**src/rtl/regfile_dump.sv**
```systemverilog
// regfile_dump: debug read-out engine on the regfile read side.
// On a start pulse it halts the core, walks the port-A read address across
// R0..LAST, and streams each word over a valid/ready link.
// Ports:
//   clock, reset_n        single clock, synchronous active-low reset
//   start                 1-cycle dump request, honoured only when idle
//   halt_req / halt_ack   core stall request / core stalled acknowledge
//   ra / radata           regfile port-A address out, read data in
//   out_valid/out_ready   beat handshake; out_data/out_index carry the word
//   busy                  engine not idle
//   done / aborted        1-cycle completion / early-termination pulses
module regfile_dump #(
  parameter int unsigned NREGS    = 32,
  parameter int unsigned AW       = 5,
  parameter int unsigned DW       = 32,
  parameter int unsigned SKIP_R31 = 1
) (
  input  logic          clock,
  input  logic          reset_n,
  input  logic          start,
  output logic          halt_req,
  input  logic          halt_ack,
  output logic [AW-1:0] ra,
  input  logic [DW-1:0] radata,
  output logic          out_valid,
  input  logic          out_ready,
  output logic [DW-1:0] out_data,
  output logic [AW-1:0] out_index,
  output logic          busy,
  output logic          done,
  output logic          aborted
);

  typedef enum logic [2:0] {IDLE, HALT, READ, SEND, DONE} state_t;

  // R31 is hardwired to zero when SKIP_R31 is set, so the walk stops one short.
  localparam int unsigned   LAST_I = (SKIP_R31 != 0) ? NREGS - 2 : NREGS - 1;
  localparam logic [AW-1:0] LAST   = AW'(LAST_I);

  state_t        state;
  logic [AW-1:0] idx;

  always_ff @(posedge clock) begin
    if (!reset_n) begin
      state     <= IDLE;
      idx       <= '0;
      halt_req  <= 1'b0;
      out_valid <= 1'b0;
      out_data  <= '0;
      out_index <= '0;
      done      <= 1'b0;
      aborted   <= 1'b0;
    end else begin
      done    <= 1'b0;
      aborted <= 1'b0;
      case (state)
        IDLE: begin
          if (start) begin
            state    <= HALT;
            idx      <= '0;
            halt_req <= 1'b1;
          end
        end
        HALT: begin
          if (halt_ack) state <= READ;
        end
        READ: begin
          if (!halt_ack) begin
            state    <= IDLE;
            halt_req <= 1'b0;
            aborted  <= 1'b1;
          end else begin
            out_data  <= radata;
            out_index <= idx;
            out_valid <= 1'b1;
            state     <= SEND;
          end
        end
        SEND: begin
          // Losing the halt outranks a same-cycle handshake: the beat is dropped.
          if (!halt_ack) begin
            state     <= IDLE;
            halt_req  <= 1'b0;
            out_valid <= 1'b0;
            aborted   <= 1'b1;
          end else if (out_ready) begin
            out_valid <= 1'b0;
            if (idx == LAST) begin
              state    <= DONE;
              halt_req <= 1'b0;
              done     <= 1'b1;
            end else begin
              idx   <= idx + 1'b1;
              state <= READ;
            end
          end
        end
        DONE: begin
          state <= IDLE;
        end
        default: begin
          state    <= IDLE;
          halt_req <= 1'b0;
        end
      endcase
    end
  end

  // The address is presented only while the core is known to be halted.
  always_comb begin
    ra = '0;
    if (state == READ) ra = idx;
  end

  always_comb busy = (state != IDLE);

endmodule

```
**config.mk**
```make
export PLATFORM = sky130hd
export DESIGN_NAME = regfile_dump
export DESIGN_NICKNAME = d
export VERILOG_FILES = /design/src/rtl/regfile_dump.sv
export SDC_FILE = /design/constraint.sdc
export NUM_CORES = 1
export LEC_CHECK = 0
export CAP_MARGIN = 20
export CORE_MARGIN = 3
export CORE_UTILIZATION = 45
export DETAILED_ROUTE_END_ITERATION = 16
export MAX_ROUTING_LAYER = met4
export PLACE_DENSITY = 0.84
export SYNTH_ARGS = -nofsm -noshare
export SYNTH_HDL_FRONTEND = slang
export SYNTH_SLANG_ARGS = --single-unit
```
**constraint.sdc**
```tcl
create_clock -name clock -period 2.9 [get_ports clock]
set_clock_uncertainty 0.05 [all_clocks]
set_input_delay 0.58 -clock clock [delete_from_list [all_inputs] [get_ports clock]]
set_output_delay 0.58 -clock clock [all_outputs]
set_load 0.1 [all_outputs]
```
# --- Word-level counts from Yosys, hierarchy flattened ---
# Cells that the tools add are included.
op_classes:
  muxes: 25
  n_reduce_logical: 13
  add_sub_neg: 1
  bitwise_logic: 1
  eq_ne: 14
ops:
  columns: ["op", "count"]
  rows:
  - ["5-bit two-way mux", 5]
  - ["3-bit two-way mux", 5]
  - ["2-bit inequality test, second input constant", 7]
  - ["3-bit one-hot mux with 4 select lines", 1]
  - ["1-bit two-way mux", 10]
  - ["5-bit one-hot mux with 2 select lines", 1]
  - ["5-bit AND reduction", 2]
  - ["3-bit by 2-bit == test with 1-bit output, second input constant", 2]
  - ["3-bit inequality test, second input constant", 2]
  - ["3-bit AND reduction", 2]
  - ["5-bit by 1-bit adder with 5-bit output, second input constant", 1]
  - ["5-bit == test, second input constant", 1]
  - ["1-bit one-hot mux with 4 select lines", 1]
  - ["2-bit AND reduction", 2]
  - ["4-bit AND reduction", 1]
  - ["2-bit nonzero test", 2]
  - ["2-bit OR reduction", 2]
  - ["3-bit by 1-bit == test with 1-bit output, second input constant", 1]
  - ["3-bit == test, second input constant", 1]
  - ["3-bit zero test", 1]
  - ["3-bit nonzero test", 1]
  - ["2-bit two-way mux", 1]
  - ["1-bit one-hot mux with 2 select lines", 1]
  - ["1-bit NOT", 1]
word_totals:
  out_inout_bits: 47
  ff_bits: 49
  elab_cells: 62
  in_bits: 37

# --- Logic depth before layout (Yosys ltp) ---
logic_depth:
  ltp_word: 5
  ltp_mapped: 7

# --- Worst setup path after synthesis ---
# Ideal clock, no wire load.
synth_path:
  path_type: "register to output"
  startpoint: "reg state[0]"
  endpoint: "out ra[0]"
  required_ns: 2.270
  path_stages_with_launch: 4
  slack_ns: 0.879
  t_arrival_ns: 1.391
  path_cell_list: "dfxtp_1 > buf_2 > nor2_4 > and3_1"
synth_between:
  elab_chain_cells: 2
synth_lines:
  columns: ["item", "line_no", "rtl"]
  rows:
  - ["from (decl)", "40", "state_t state;"]
  - ["from (signal assigned)", "45", "state <= IDLE;"]
  - ["from (signal assigned)", "59", "state <= HALT;"]
  - ["from (signal assigned)", "65", "if (halt_ack) state <= READ;"]
  - ["3-bit by 2-bit == test with 1-bit output", "112", "if (state == READ) ra = idx;"]
  - ["5-bit two-way mux", "112", null]
  - ["to (decl)", "23", "output logic [AW-1:0] ra,"]
# No other way between the ends.

# --- Worst setup path after layout ---
layout_path:
  startpoint: "reg state[1]"
  endpoint: "out busy"
layout_between:
  elab_chain_cells: 1
layout_lines:
  columns: ["item", "line_no", "rtl"]
  rows:
  - ["3-bit nonzero test", "115", "always_comb busy = (state != IDLE);"]
  - ["to (decl)", "29", "output logic busy,"]
# No other way between the ends.

==> impl_summary.md <==
Place
The total half-perimeter wirelength after legalization and detailed placement is about 3400 microns. The port buffer count is 83. The pre-CTS worst setup slack is approximately 0.53 ns. Routability-driven placement finished with a final weighted congestion of 0.821.

CTS
CTS saw between 40 and 50 sinks. The number of buffers inserted by post-CTS setup repair is 0. Post-CTS repair changed the size of 0 cells. No sink is reached through more buffers than the 2 on the longest clock path. The later pin in the worst-skew pair is clocked with a latency of 0.29 ns. Clock tree synthesis inserted a total of 5 buffers. The number of H-tree branching levels is 2. The clock tree from TritonCTS is done.

The number of hold buffers added after CTS was 0. After clock tree synthesis, the clock-pin slew on the worst setup and hold paths is 0.08 ns. The cell at the root of the clock tree is sky130_fd_sc_hd__clkbuf_8.

Hold path
For hold timing, the worst endpoint is out_data[31]. In this run the most critical hold path is launched from out_data[31]. The depth of the worst hold-timing path is 2. The class of the most critical hold timing path is reg2reg.

Setup path
The slowest stage cell on the critical path is sky130_fd_sc_hd__dfxtp_1. STA puts the critical path data arrival time at about 1.5 ns. The biggest cell delay along the critical path is about 0.64 ns. The endpoint type of the worst setup path is a primary output. The signal on the critical path passes through inv_1 -> nand2_1 -> buf_4. The capture instance of the worst register-to-register path is out_data[11].

The sum of buffers and inverters on the critical path is 2. The required time of the worst setup path is 2.27 ns. The startpoint identified for the worst register-to-register timing path is state[1]. The worst reg2reg path depth is 3. The register-to-register setup slack is 1.07 ns.

STA classifies the critical path startpoint as a register. The class of the most critical setup path is reg2out. Along the worst path, the maximum fanout reaches 14. Grouping stages by cell kind, the critical path spends the most delay in flip-flops.

Timing
The setup total negative slack is 0 ns. The worst-margin pin slew is around 0.70 ns. Setup repair after global routing left no endpoint under its margin. After layout, the worst path uses between 70% and 80% of the clock period. The final critical-path required period is around 2.1 ns. Setup violations remaining at the end of the flow were counted as 0.

The post-route worst setup slack is ~0.76 ns. The fmax is 0.467 GHz. Headroom to the max-slew limit came out at 53.5%. The number of pins with negative max-slew slack in the final report is 0. The number of hold violations in the final report came to 0.

Run status
The run finished with clean final reports.

Detailed routing
The routed length per placed instance is about 13 microns. The first-pass detailed-route iteration total is 4. The uppermost metal layer occupied by signal nets is met4. Detailed routing placed a total of around 390 microns of wire on met3. Using the TritonRoute via totals, the vias-per-cell ratio works out to 5.04. In the routed design, unresolved DRC markers number 0. In the detailed route, the total length drawn on met2 is 2180 microns. Across all layers, the routed design uses 1854 vias.

The routed metal-1 wirelength is 2090 microns. The post-detailed-route count of antenna-violating nets is 0. The DRC marker count from the first detailed-route iteration is 91. The wire length reported by the detailed router is about 4700 microns.

Cells and area
The area overhead of the layout relative to synthesis is 41.3%. The post-route netlist has between 20 and 25% of its cells at a drive strength greater than 1. The net count of the finished layout is 357. The repair_antennas step left the layout with diodes totalling 0. Measured on the finished design, the core utilization comes to 67.8%.

Floorplanning
The die span in y is 72.2 microns. The number of ports placed on the die boundary is 84. The area of the die is 0.00522 sq mm. The core area is 0.00412 sq mm. The floorplan has 23 rows. The initial standard-cell utilization of the core is between 40% and 50%. The die extent in x is about 72 microns.

Synthesis
The synthesized design contains 49 register bits. Each instance of the synthesized netlist takes up on average 8.26 sq um. The Yosys step of the flow raised 0 warnings. The post-synthesis net count is 278. Of the synthesized area, sequential elements account for roughly 50%. The cell count after synthesis is 239. After synthesis the cells add up to 0.00197 sq mm. After synthesis, the netlist uses 37 different library cells.

Power
The total power of the final layout is 1380 uW. The maximum vdd ir drop is ~0.31 mV. The analysis attributes to cell leakage a power of 0.00110 uW. Dividing total power by cell area gives a power density of about 500 mW/mm^2.

Global route
The first global-routing pass estimated 7500 microns of wire. The number of antenna violations at the first check in global routing is 0. The total overflow reported by the global router is 0. The number of global-route vias before repair is 1706. The total global routing track utilization is 18.2%. Entering global routing, the biggest net connects 38 pins.

Run
Max-cap violations in this run came to 0.
-- Yosys cell counts, drive strengths merged --
master | count | share of area (%)
nand2b | 1 | 0.32
nor2 | 5 | 1.3
buf | 9 | 3.4
o31ai | 4 | 1.5
and4 | 1 | 0.44
o21ai | 7 | 1.8
ha | 2 | 1.3
o211ai | 1 | 0.38
and2b | 1 | 0.44
and3b | 1 | 0.63
o41ai | 1 | 0.44
o2bb2ai | 1 | 0.44
and2 | 1 | 0.32
o22ai | 2 | 0.63
a31o | 1 | 0.44
a311oi | 1 | 1.3
and3 | 6 | 1.9
dfxtp | 49 | 50
a21oi | 39 | 9.9
nor3 | 1 | 0.25
nand2 | 79 | 15
inv | 6 | 1.1
and4b | 1 | 0.51
nand3 | 5 | 1.5
clkbuf | 5 | 1.0
nand4 | 1 | 0.32
nand4b | 1 | 0.44
a211oi | 2 | 0.76
nor4b | 1 | 1.2
or3 | 1 | 0.32
nor2b | 3 | 0.95
-- metal layers --
metal | track usage (%) | up-vias
met1 | 22.2 | 826
met4 | 4.80 | 0
met5 | - | -
met3 | 4.99 | 6
li1 | - | 958
met2 | 29.8 | 64
-- logic make-up (layout without fill, tap and decap cells) --
logic type      count (synthesis)  in the layout  share of synthesized area, %
simple gates                  109            109                          25.9
fa+ha+maj                       2              2                          1.27
flops                          49             49                          49.7
compound gates                 59             59                          17.6
buf+inv                        20             99                          5.51
-- flip-flops by register name (all words and copies together), names as in the netlist --
| name | count |
|---|---|
| aborted | 1 |
| done | 1 |
| halt_req | 1 |
| idx | 5 |
| out_data | 32 |
| out_index | 5 |
| out_valid | 1 |
| state | 3 |
-- through the flow --
step,hold slack (ns),instance area [sq um],instances
floorplan,0.423,1970,239
global placement,0.391,2690,361
detailed placement,0.397,2690,361
CTS,0.409,2790,368
global route,0.430,2790,368
finish,0.404,2790,368
-- layout by cell type, fill, tap and decap left out --
master	n
sky130_fd_sc_hd__nand4b_1	1
sky130_fd_sc_hd__o2bb2ai_1	1
sky130_fd_sc_hd__o31ai_1	4
sky130_fd_sc_hd__clkinv_2	1
sky130_fd_sc_hd__o21ai_1	3
sky130_fd_sc_hd__nor3_1	1
sky130_fd_sc_hd__nand2_1	79
sky130_fd_sc_hd__a211oi_1	2
sky130_fd_sc_hd__and2b_2	1
sky130_fd_sc_hd__buf_4	50
sky130_fd_sc_hd__inv_1	6
sky130_fd_sc_hd__clkbuf_8	5
sky130_fd_sc_hd__nand3_1	4
sky130_fd_sc_hd__and2_1	1
sky130_fd_sc_hd__nor2b_1	3
sky130_fd_sc_hd__o211ai_1	1
sky130_fd_sc_hd__o21ai_0	4
sky130_fd_sc_hd__nand2b_1	1
sky130_fd_sc_hd__nor2_1	4
sky130_fd_sc_hd__nand3_2	1
sky130_fd_sc_hd__nor2_4	1
sky130_fd_sc_hd__dfxtp_1	49
sky130_fd_sc_hd__nor4b_4	1
sky130_fd_sc_hd__and3b_4	1
sky130_fd_sc_hd__a21oi_1	39
sky130_fd_sc_hd__and4_1	1
sky130_fd_sc_hd__or3_1	1
sky130_fd_sc_hd__a311oi_4	1
sky130_fd_sc_hd__and3_1	6
sky130_fd_sc_hd__a31o_2	1
sky130_fd_sc_hd__clkdlybuf4s50_1	36
sky130_fd_sc_hd__o22ai_1	2
sky130_fd_sc_hd__and4b_1	1
sky130_fd_sc_hd__nand4_1	1
sky130_fd_sc_hd__o41ai_1	1
sky130_fd_sc_hd__ha_1	2
sky130_fd_sc_hd__bufinv_16	1
-- worst max-delay path by stage --
stage	start	to	slack, ns	cells after the start
5_1_grt	state[1]	busy	0.64	3
4_1_cts	state[1]	busy	0.74	3
6_report	state[1]	busy	0.76	3
2_1_floorplan	state[0]	ra[0]	0.88	3
3_5_place_dp	halt_ack	out_data[11]	0.53	4
3_3_place_gp	halt_ack	out_data[24]	0.58	4
-- report_power, final --
group | switching (uW) | internal [uW] | total (uW)
combinational | 147 | 80.5 | 227
clock | 205 | 251 | 456
sequential | 13.5 | 685 | 699
total | 365 | 1020 | 1380
-- worst min-delay path, cell delays in order, from the launching register on --
cell and delay (ns):
sky130_fd_sc_hd__dfxtp_1 0.31, sky130_fd_sc_hd__nand2_1 0.05, sky130_fd_sc_hd__a21oi_1 0.05
-- final cells by class --
cell class	instances	area [sq um]
inverters	6	22.5
repair buffers	86	736
fillers	337	1330
well taps	50	62.6
multi-input cells	170	885
clock inverters	2	35.0
clock buffers	5	68.8
flip-flops and latches	49	981
Power figures use the tool's default switching activity.
